==> src/rtl/led_pattern_pkg.sv <==
// Shared types for the LED pattern generator: display modes and bounce direction.
package led_pattern_pkg;

    typedef enum logic [1:0] {
        MODE_ROT_L  = 2'b00,
        MODE_ROT_R  = 2'b01,
        MODE_BOUNCE = 2'b10,
        MODE_BLINK  = 2'b11
    } mode_e;

    typedef enum logic {
        DIR_L = 1'b0,
        DIR_R = 1'b1
    } dir_e;

endpackage

==> src/rtl/led_pattern_gen_tick.sv <==
// Prescaler for the LED pattern generator: pulses tick combinationally on the
// enabled cycle where the counter wraps from PERIOD-1 back to 0.
module led_tick_gen #(
    parameter int PERIOD = 500,
    parameter int CNT_W  = 32
) (
    input  logic clk,
    input  logic rst,
    input  logic en,
    input  logic clr,
    output logic tick
);

    localparam logic [CNT_W-1:0] LAST = CNT_W'(PERIOD - 1);

    logic [CNT_W-1:0] r_cnt;

    // A clear in the same cycle wins, so no tick may escape alongside it.
    assign tick = en && !clr && (r_cnt == LAST);

    always_ff @(posedge clk or posedge rst) begin
        if (rst) begin
            r_cnt <= '0;
        end else if (clr) begin
            r_cnt <= '0;
        end else if (en) begin
            if (r_cnt == LAST) begin
                r_cnt <= '0;
            end else begin
                r_cnt <= r_cnt + CNT_W'(1);
            end
        end
    end

endmodule

==> src/rtl/led_pattern_gen.sv <==
// LED pattern generator: rotate-left/right, bounce or blink, advanced once per
// prescaler period. Define LED_PATTERN_GEN_ACTIVE_LOW_EN to drive led inverted.
module led_pattern_gen
    import led_pattern_pkg::*;
#(
    parameter int LED_W  = 16,
    parameter int PERIOD = 500,
    parameter int CNT_W  = 32
) (
    input  logic             clk,
    input  logic             rst,
    input  logic             en,
    input  logic [1:0]       mode,
    output logic [LED_W-1:0] led,
    output logic             step
);

    mode_e            r_mode;
    dir_e             r_dir;
    logic [LED_W-1:0] r_pat;
    logic             r_step;

    mode_e            w_mode_in;
    logic             w_mode_chg;
    logic             w_tick;
    mode_e            w_mode_nxt;
    dir_e             w_dir_nxt;
    logic [LED_W-1:0] w_pat_nxt;
    logic             w_step_nxt;
    logic [LED_W-1:0] w_bounce;

    function automatic logic [LED_W-1:0] f_seed(input mode_e m);
        if (m == MODE_BLINK) begin
            return '1;
        end
        return LED_W'(1);
    endfunction

    // Written as shift/or pairs so that LED_W = 1 degenerates to a hold.
    function automatic logic [LED_W-1:0] f_rotl(input logic [LED_W-1:0] p);
        return (p << 1) | (p >> (LED_W - 1));
    endfunction

    function automatic logic [LED_W-1:0] f_rotr(input logic [LED_W-1:0] p);
        return (p >> 1) | (p << (LED_W - 1));
    endfunction

    assign w_mode_in  = mode_e'(mode);
    assign w_mode_chg = (w_mode_in != r_mode);

    led_tick_gen #(
        .PERIOD(PERIOD),
        .CNT_W (CNT_W)
    ) u_tick (
        .clk (clk),
        .rst (rst),
        .en  (en),
        .clr (w_mode_chg),
        .tick(w_tick)
    );

    always_comb begin
        w_bounce = r_pat;
        if (LED_W > 1) begin
            w_bounce = (r_dir == DIR_L) ? (r_pat << 1) : (r_pat >> 1);
        end
    end

    always_comb begin
        w_mode_nxt = r_mode;
        w_dir_nxt  = r_dir;
        w_pat_nxt  = r_pat;
        w_step_nxt = 1'b0;
        if (w_mode_chg) begin
            w_mode_nxt = w_mode_in;
            w_dir_nxt  = DIR_L;
            w_pat_nxt  = f_seed(w_mode_in);
        end else if (w_tick) begin
            w_step_nxt = 1'b1;
            case (r_mode)
                MODE_ROT_L: w_pat_nxt = f_rotl(r_pat);
                MODE_ROT_R: w_pat_nxt = f_rotr(r_pat);
                MODE_BOUNCE: begin
                    w_pat_nxt = w_bounce;
                    // Turn around on arrival at an end, so the ends are not repeated.
                    if (w_bounce[LED_W-1]) begin
                        w_dir_nxt = DIR_R;
                    end else if (w_bounce[0]) begin
                        w_dir_nxt = DIR_L;
                    end
                end
                MODE_BLINK: w_pat_nxt = ~r_pat;
                default:    w_pat_nxt = r_pat;
            endcase
        end
    end

    always_ff @(posedge clk or posedge rst) begin
        if (rst) begin
            r_mode <= MODE_ROT_L;
            r_dir  <= DIR_L;
            r_pat  <= LED_W'(1);
            r_step <= 1'b0;
        end else begin
            r_mode <= w_mode_nxt;
            r_dir  <= w_dir_nxt;
            r_pat  <= w_pat_nxt;
            r_step <= w_step_nxt;
        end
    end

    assign step = r_step;

`ifdef LED_PATTERN_GEN_ACTIVE_LOW_EN
    assign led = ~r_pat;
`else
    assign led = r_pat;
`endif

endmodule

==> config.mk <==
export PLATFORM = sky130hd
export DESIGN_NAME = led_pattern_gen
export DESIGN_NICKNAME = d
export VERILOG_FILES = /design/src/rtl/led_pattern_pkg.sv /design/src/rtl/led_pattern_gen_tick.sv /design/src/rtl/led_pattern_gen.sv
export SDC_FILE = /design/constraint.sdc
export NUM_CORES = 1
export LEC_CHECK = 0
export BUFFER_PORTS_ARGS = -buffer_cell sky130_fd_sc_hd__buf_4
export CORE_ASPECT_RATIO = 2
export CORE_UTILIZATION = 35
export DETAILED_ROUTE_END_ITERATION = 7
export SYNTH_ARGS = -nofsm -noshare
export SYNTH_HDL_FRONTEND = slang
export SYNTH_SLANG_ARGS = --single-unit
==> constraint.sdc <==
create_clock -name clk -period 4.95 [get_ports clk]
set_clock_uncertainty 0.2 [all_clocks]
set_input_delay 0.99 -clock clk [delete_from_list [all_inputs] [get_ports clk]]
set_output_delay 0.99 -clock clk [all_outputs]
set_load 0.02 [all_outputs]
==> report_table.html <==
<table>
<tr><th>Metric</th><th>Value</th></tr>
<tr><th colspan="2">Timing</th></tr>
<tr><td>Final sum of negative setup slack</td><td>0 ps</td></tr>
<tr><td>Actual slew at the worst max-slew pin</td><td>between 1000 and 1500 ps</td></tr>
<tr><td>Unrepaired setup endpoints after global routing</td><td>no</td></tr>
<tr><td>Worst max-slew margin expressed relative to the limit</td><td>roughly a fifth</td></tr>
<tr><td>Shortest period the worst path allows</td><td>3180 ps</td></tr>
<tr><td>Highest Clock Rate</td><td>between 300 and 400 MHz</td></tr>
<tr><td>Count of final max-slew check failures</td><td>0</td></tr>
<tr><td>Final Hold Viols</td><td>0</td></tr>
<tr><td>Final setup violation count</td><td>0</td></tr>
<tr><td>Period Utilization, post-route</td><td>64.3%</td></tr>
<tr><td>Setup ws final</td><td>1770 ps</td></tr>
<tr><th colspan="2">Clocking</th></tr>
<tr><td>Skew-Pair Late Insertion Delay</td><td>300 ps</td></tr>
<tr><td>CTS Root Cell</td><td>clkbuf_16</td></tr>
<tr><td>Clock buffer count from CTS</td><td>5</td></tr>
<tr><td>Resized cells post-CTS</td><td>0</td></tr>
<tr><td>Number of buffers between clock root and the deepest sink</td><td>2</td></tr>
<tr><td>Clock tree from TritonCTS</td><td>built</td></tr>
<tr><td>Sink count of the clock tree</td><td>52</td></tr>
<tr><td>Hold-fix buffers at CTS</td><td>0</td></tr>
<tr><td>CTS clk-pin slew, worst paths</td><td>~70 ps</td></tr>
<tr><td>Post-CTS Setup Repair Bufs</td><td>0</td></tr>
<tr><td>Count of H-tree levels built during CTS</td><td>2</td></tr>
<tr><th colspan="2">Floorplanning</th></tr>
<tr><td>Die Footprint</td><td>9390 um^2</td></tr>
<tr><td>Core box area</td><td>about 8600 um^2</td></tr>
<tr><td>Top Ports</td><td>22</td></tr>
<tr><td>Starting density of the core</td><td>a little over a third</td></tr>
<tr><td>Site Rows</td><td>48</td></tr>
<tr><td>Die outline width</td><td>slightly below 70 um</td></tr>
<tr><td>Die boundary height</td><td>roughly 140 um</td></tr>
<tr><th colspan="2">Critical path</th></tr>
<tr><td>CP endpoint kind</td><td>flip-flop</td></tr>
<tr><td>Delay-heaviest family, CP</td><td>compound AO/OA/AOI/OAI gates</td></tr>
<tr><td>Required time worst endpoint</td><td>~5000 ps</td></tr>
<tr><td>Maximum single-stage delay on the critical path</td><td>around 930 ps</td></tr>
<tr><td>Crit path arrival time</td><td>3180 ps</td></tr>
<tr><td>Buffers and inverters on the worst path</td><td>0</td></tr>
<tr><td>CP Cell Sequence</td><td>ha_1, nor4b_1, nand4b_1, o21ai_1, o21ai_0, a21bo_2</td></tr>
<tr><td>Largest fanout of any net on the critical path</td><td>17</td></tr>
<tr><td>Setup crit start kind</td><td>flip-flop</td></tr>
<tr><td>Critical path's slowest cell</td><td>o21ai_1</td></tr>
<tr><td>Start-to-end type of the worst setup path</td><td>flip-flop to flip-flop</td></tr>
<tr><th colspan="2">Routing</th></tr>
<tr><td>Drt via density</td><td>6.25</td></tr>
<tr><td>Routed WL</td><td>just under 9000 um</td></tr>
<tr><td>Total number of vias</td><td>2857</td></tr>
<tr><td>Number of iterations in the first detailed-routing pass</td><td>4</td></tr>
<tr><td>Per-cell routed wire length</td><td>19.3 um</td></tr>
<tr><td>Antenna violation net count after detailed routing</td><td>0</td></tr>
<tr><td>Total DRC errors in the routed layout</td><td>0</td></tr>
<tr><td>Initial DRC count</td><td>138</td></tr>
<tr><th colspan="2">Global route</th></tr>
<tr><td>Largest net degree at the start of global routing</td><td>53</td></tr>
<tr><td>Residual overflow from global routing</td><td>0</td></tr>
<tr><td>Total Routing Usage GR</td><td>19.8%</td></tr>
<tr><td>Initial antenna violation count</td><td>0</td></tr>
<tr><td>Wire length of the first global-routing pass</td><td>about 15000 um</td></tr>
<tr><td>Via count of the first global-routing pass</td><td>about 2.8k</td></tr>
<tr><th colspan="2">Pwr</th></tr>
<tr><td>PD cells</td><td>just under 300 nW/um^2</td></tr>
<tr><td>IR drop worst, VDD</td><td>0.175 mV</td></tr>
<tr><td>PnR Total Power</td><td>0.00103 W</td></tr>
<tr><td>Static leakage</td><td>roughly 1.4 nW</td></tr>
<tr><th colspan="2">Logic synthesis</th></tr>
<tr><td>Syn Nets</td><td>354</td></tr>
<tr><td>Flip-flop cell with the highest count after synthesis</td><td>dfrtp_1</td></tr>
<tr><td>Synth unique cells</td><td>51</td></tr>
<tr><td>Average cell area after synthesis</td><td>9.03 um^2</td></tr>
<tr><td>Seq cells post-synth</td><td>between 50 and 60</td></tr>
<tr><td>Proportion of synthesized chip area in sequential cells</td><td>around two fifths</td></tr>
<tr><td>Syn Inst Count</td><td>approximately 350</td></tr>
<tr><td>Post-synth ARST share</td><td>100%</td></tr>
<tr><td>Number of enable-type register cells in the synthesized netlist</td><td>0</td></tr>
<tr><td>Mapped Area</td><td>~3100 um^2</td></tr>
<tr><td>Yosys warning count</td><td>0</td></tr>
<tr><th colspan="2">Layout</th></tr>
<tr><td>Nets</td><td>between 300 and 400</td></tr>
<tr><td>Area growth, synth to finish</td><td>11.3%</td></tr>
<tr><td>Final cell utilization of the core</td><td>40.4%</td></tr>
<tr><td>Filler Cells Inserted</td><td>slightly below 900</td></tr>
<tr><td>Fin cells</td><td>between 400 and 500</td></tr>
<tr><td>Count of inserted antenna diode cells</td><td>0</td></tr>
<tr><td>Most frequent cells in the layout</td><td>51 x dfrtp_1, 30 x nand2_1, 30 x nor2_1</td></tr>
<tr><td>Share of post-route cells with drive strength above 1</td><td>between 15 and 20%</td></tr>
<tr><td>Commonest non-fill, non-tap cell in the layout</td><td>dfrtp_1</td></tr>
<tr><th colspan="2">Run</th></tr>
<tr><td>Max Cap Viol</td><td>0</td></tr>
<tr><th colspan="2">Placement</th></tr>
<tr><td>DP HPWL</td><td>roughly 6300 um</td></tr>
<tr><td>Setup WS pre-CTS</td><td>around 1500 ps</td></tr>
<tr><td># port buffers</td><td>21</td></tr>
<tr><td>Weighted congestion at the end of routability-driven global placement</td><td>between 0.9 and 1</td></tr>
<tr><td>Number of cells in the design after placement</td><td>between 400 and 500</td></tr>
<tr><th colspan="2">Status</th></tr>
<tr><td>Result of the run</td><td>complete, no violations</td></tr>
<tr><th colspan="2">Min path</th></tr>
<tr><td>Hold Path Class</td><td>flip-flop to flip-flop</td></tr>
</table>
-- routing by layer --
| metal | part of all wire [%] | up-vias | GRT usage (%) |
|---|---|---|---|
| met5 | 0 | - | 0 |
| met2 | 56 | 81 | 36.8 |
| met3 | 3.2 | 21 | 2.74 |
| li1 | - | 1340 | - |
| met1 | 37 | 1415 | 20.7 |
| met4 | 3.8 | 0 | 11.8 |
-- flip-flops by register name (all words and copies together), names as in the netlist --
signal / count
led: 16
r_dir: 1
step: 1
r_mode: 2
u_tick.r_cnt: 32
-- layout make-up --
class / count / area, um^2 / area share, %
flip-flops and latches: 52 / 1300 / 37.2
well taps: 100 / 125 / 3.58
multi-input cells: 259 / 1660 / 47.5
clock buffers: 6 / 129 / 3.69
repair buffers: 27 / 203 / 5.80
clock inverters: 2 / 35.0 / 1.00
inverters: 11 / 41.3 / 1.18
-- per-stage QoR --
stage          instance area (um^2)  hold slack (ps)
6_report                       3500              349
5_1_grt                        3500              380
4_1_cts                        3500              348
3_5_place_dp                   3330              340
3_3_place_gp                   3330              326
2_1_floorplan                  3140              294
-- cell families (layout without fill, tap and decap cells) --
family / count (synthesis) / after routing / synth area share [%]
fa+ha+maj: 1 / 1 / 0.398
simple gates: 152 / 152 / 26.5
mux: 8 / 8 / 2.55
compound gates: 89 / 89 / 20.9
buf+inv: 37 / 46 / 5.69
flops: 52 / 52 / 41.4
xor+xnor: 9 / 9 / 2.51
-- worst reg2reg max path, cell delays in order, from the launching register on --
cell and delay (ps):
dfrtp_1 410, ha_1 290, nor4b_1 560, nand4b_1 240
o21ai_1 930, o21ai_0 220, a21bo_2 250
-- cell usage after synthesis (all sizes together), types with 3 or more instances --
cell | count | share of area [%]
a21oi | 24 | 3.8
a221o | 14 | 4.5
a31oi | 3 | 0.60
and3 | 4 | 0.80
and4 | 3 | 0.84
buf | 8 | 1.8
clkbuf | 18 | 2.6
dfrtp | 51 | 41
inv | 11 | 1.3
mux2i | 8 | 2.5
nand2 | 30 | 3.6
nand3 | 26 | 4.1
nand4 | 15 | 3.0
nor2 | 30 | 3.6
nor3 | 5 | 0.80
nor4 | 13 | 3.7
o21ai | 19 | 3.0
o221a | 14 | 5.0
or3 | 8 | 1.6
or4 | 4 | 0.96
xnor2 | 4 | 1.1
xor2 | 5 | 1.4
-- final timing paths --
kind	startpoint	cells after the start	endpoint	slack, ps
worst max-delay path	u_tick.r_cnt[0]	6	u_tick.r_cnt[5]	1770
worst min-delay path	u_tick.r_cnt[7]	1	u_tick.r_cnt[7]	350
worst max register to register	u_tick.r_cnt[0]	6	u_tick.r_cnt[5]	1770
worst min register to register	u_tick.r_cnt[7]	1	u_tick.r_cnt[7]	350
max in group asynchronous	rst	3	u_tick.r_cnt[0]	3420
min in group asynchronous	rst	3	u_tick.r_cnt[13]	670
-- power breakdown --
group	leakage (nW)	internal, W	total, W	switching, W
clock network	0.0808	0.000238	0.000397	0.000158
logic	0.624	0.0000700	0.000163	0.0000927
registers	0.697	0.000444	0.000475	0.0000314
Power figures use the tool's default switching activity.
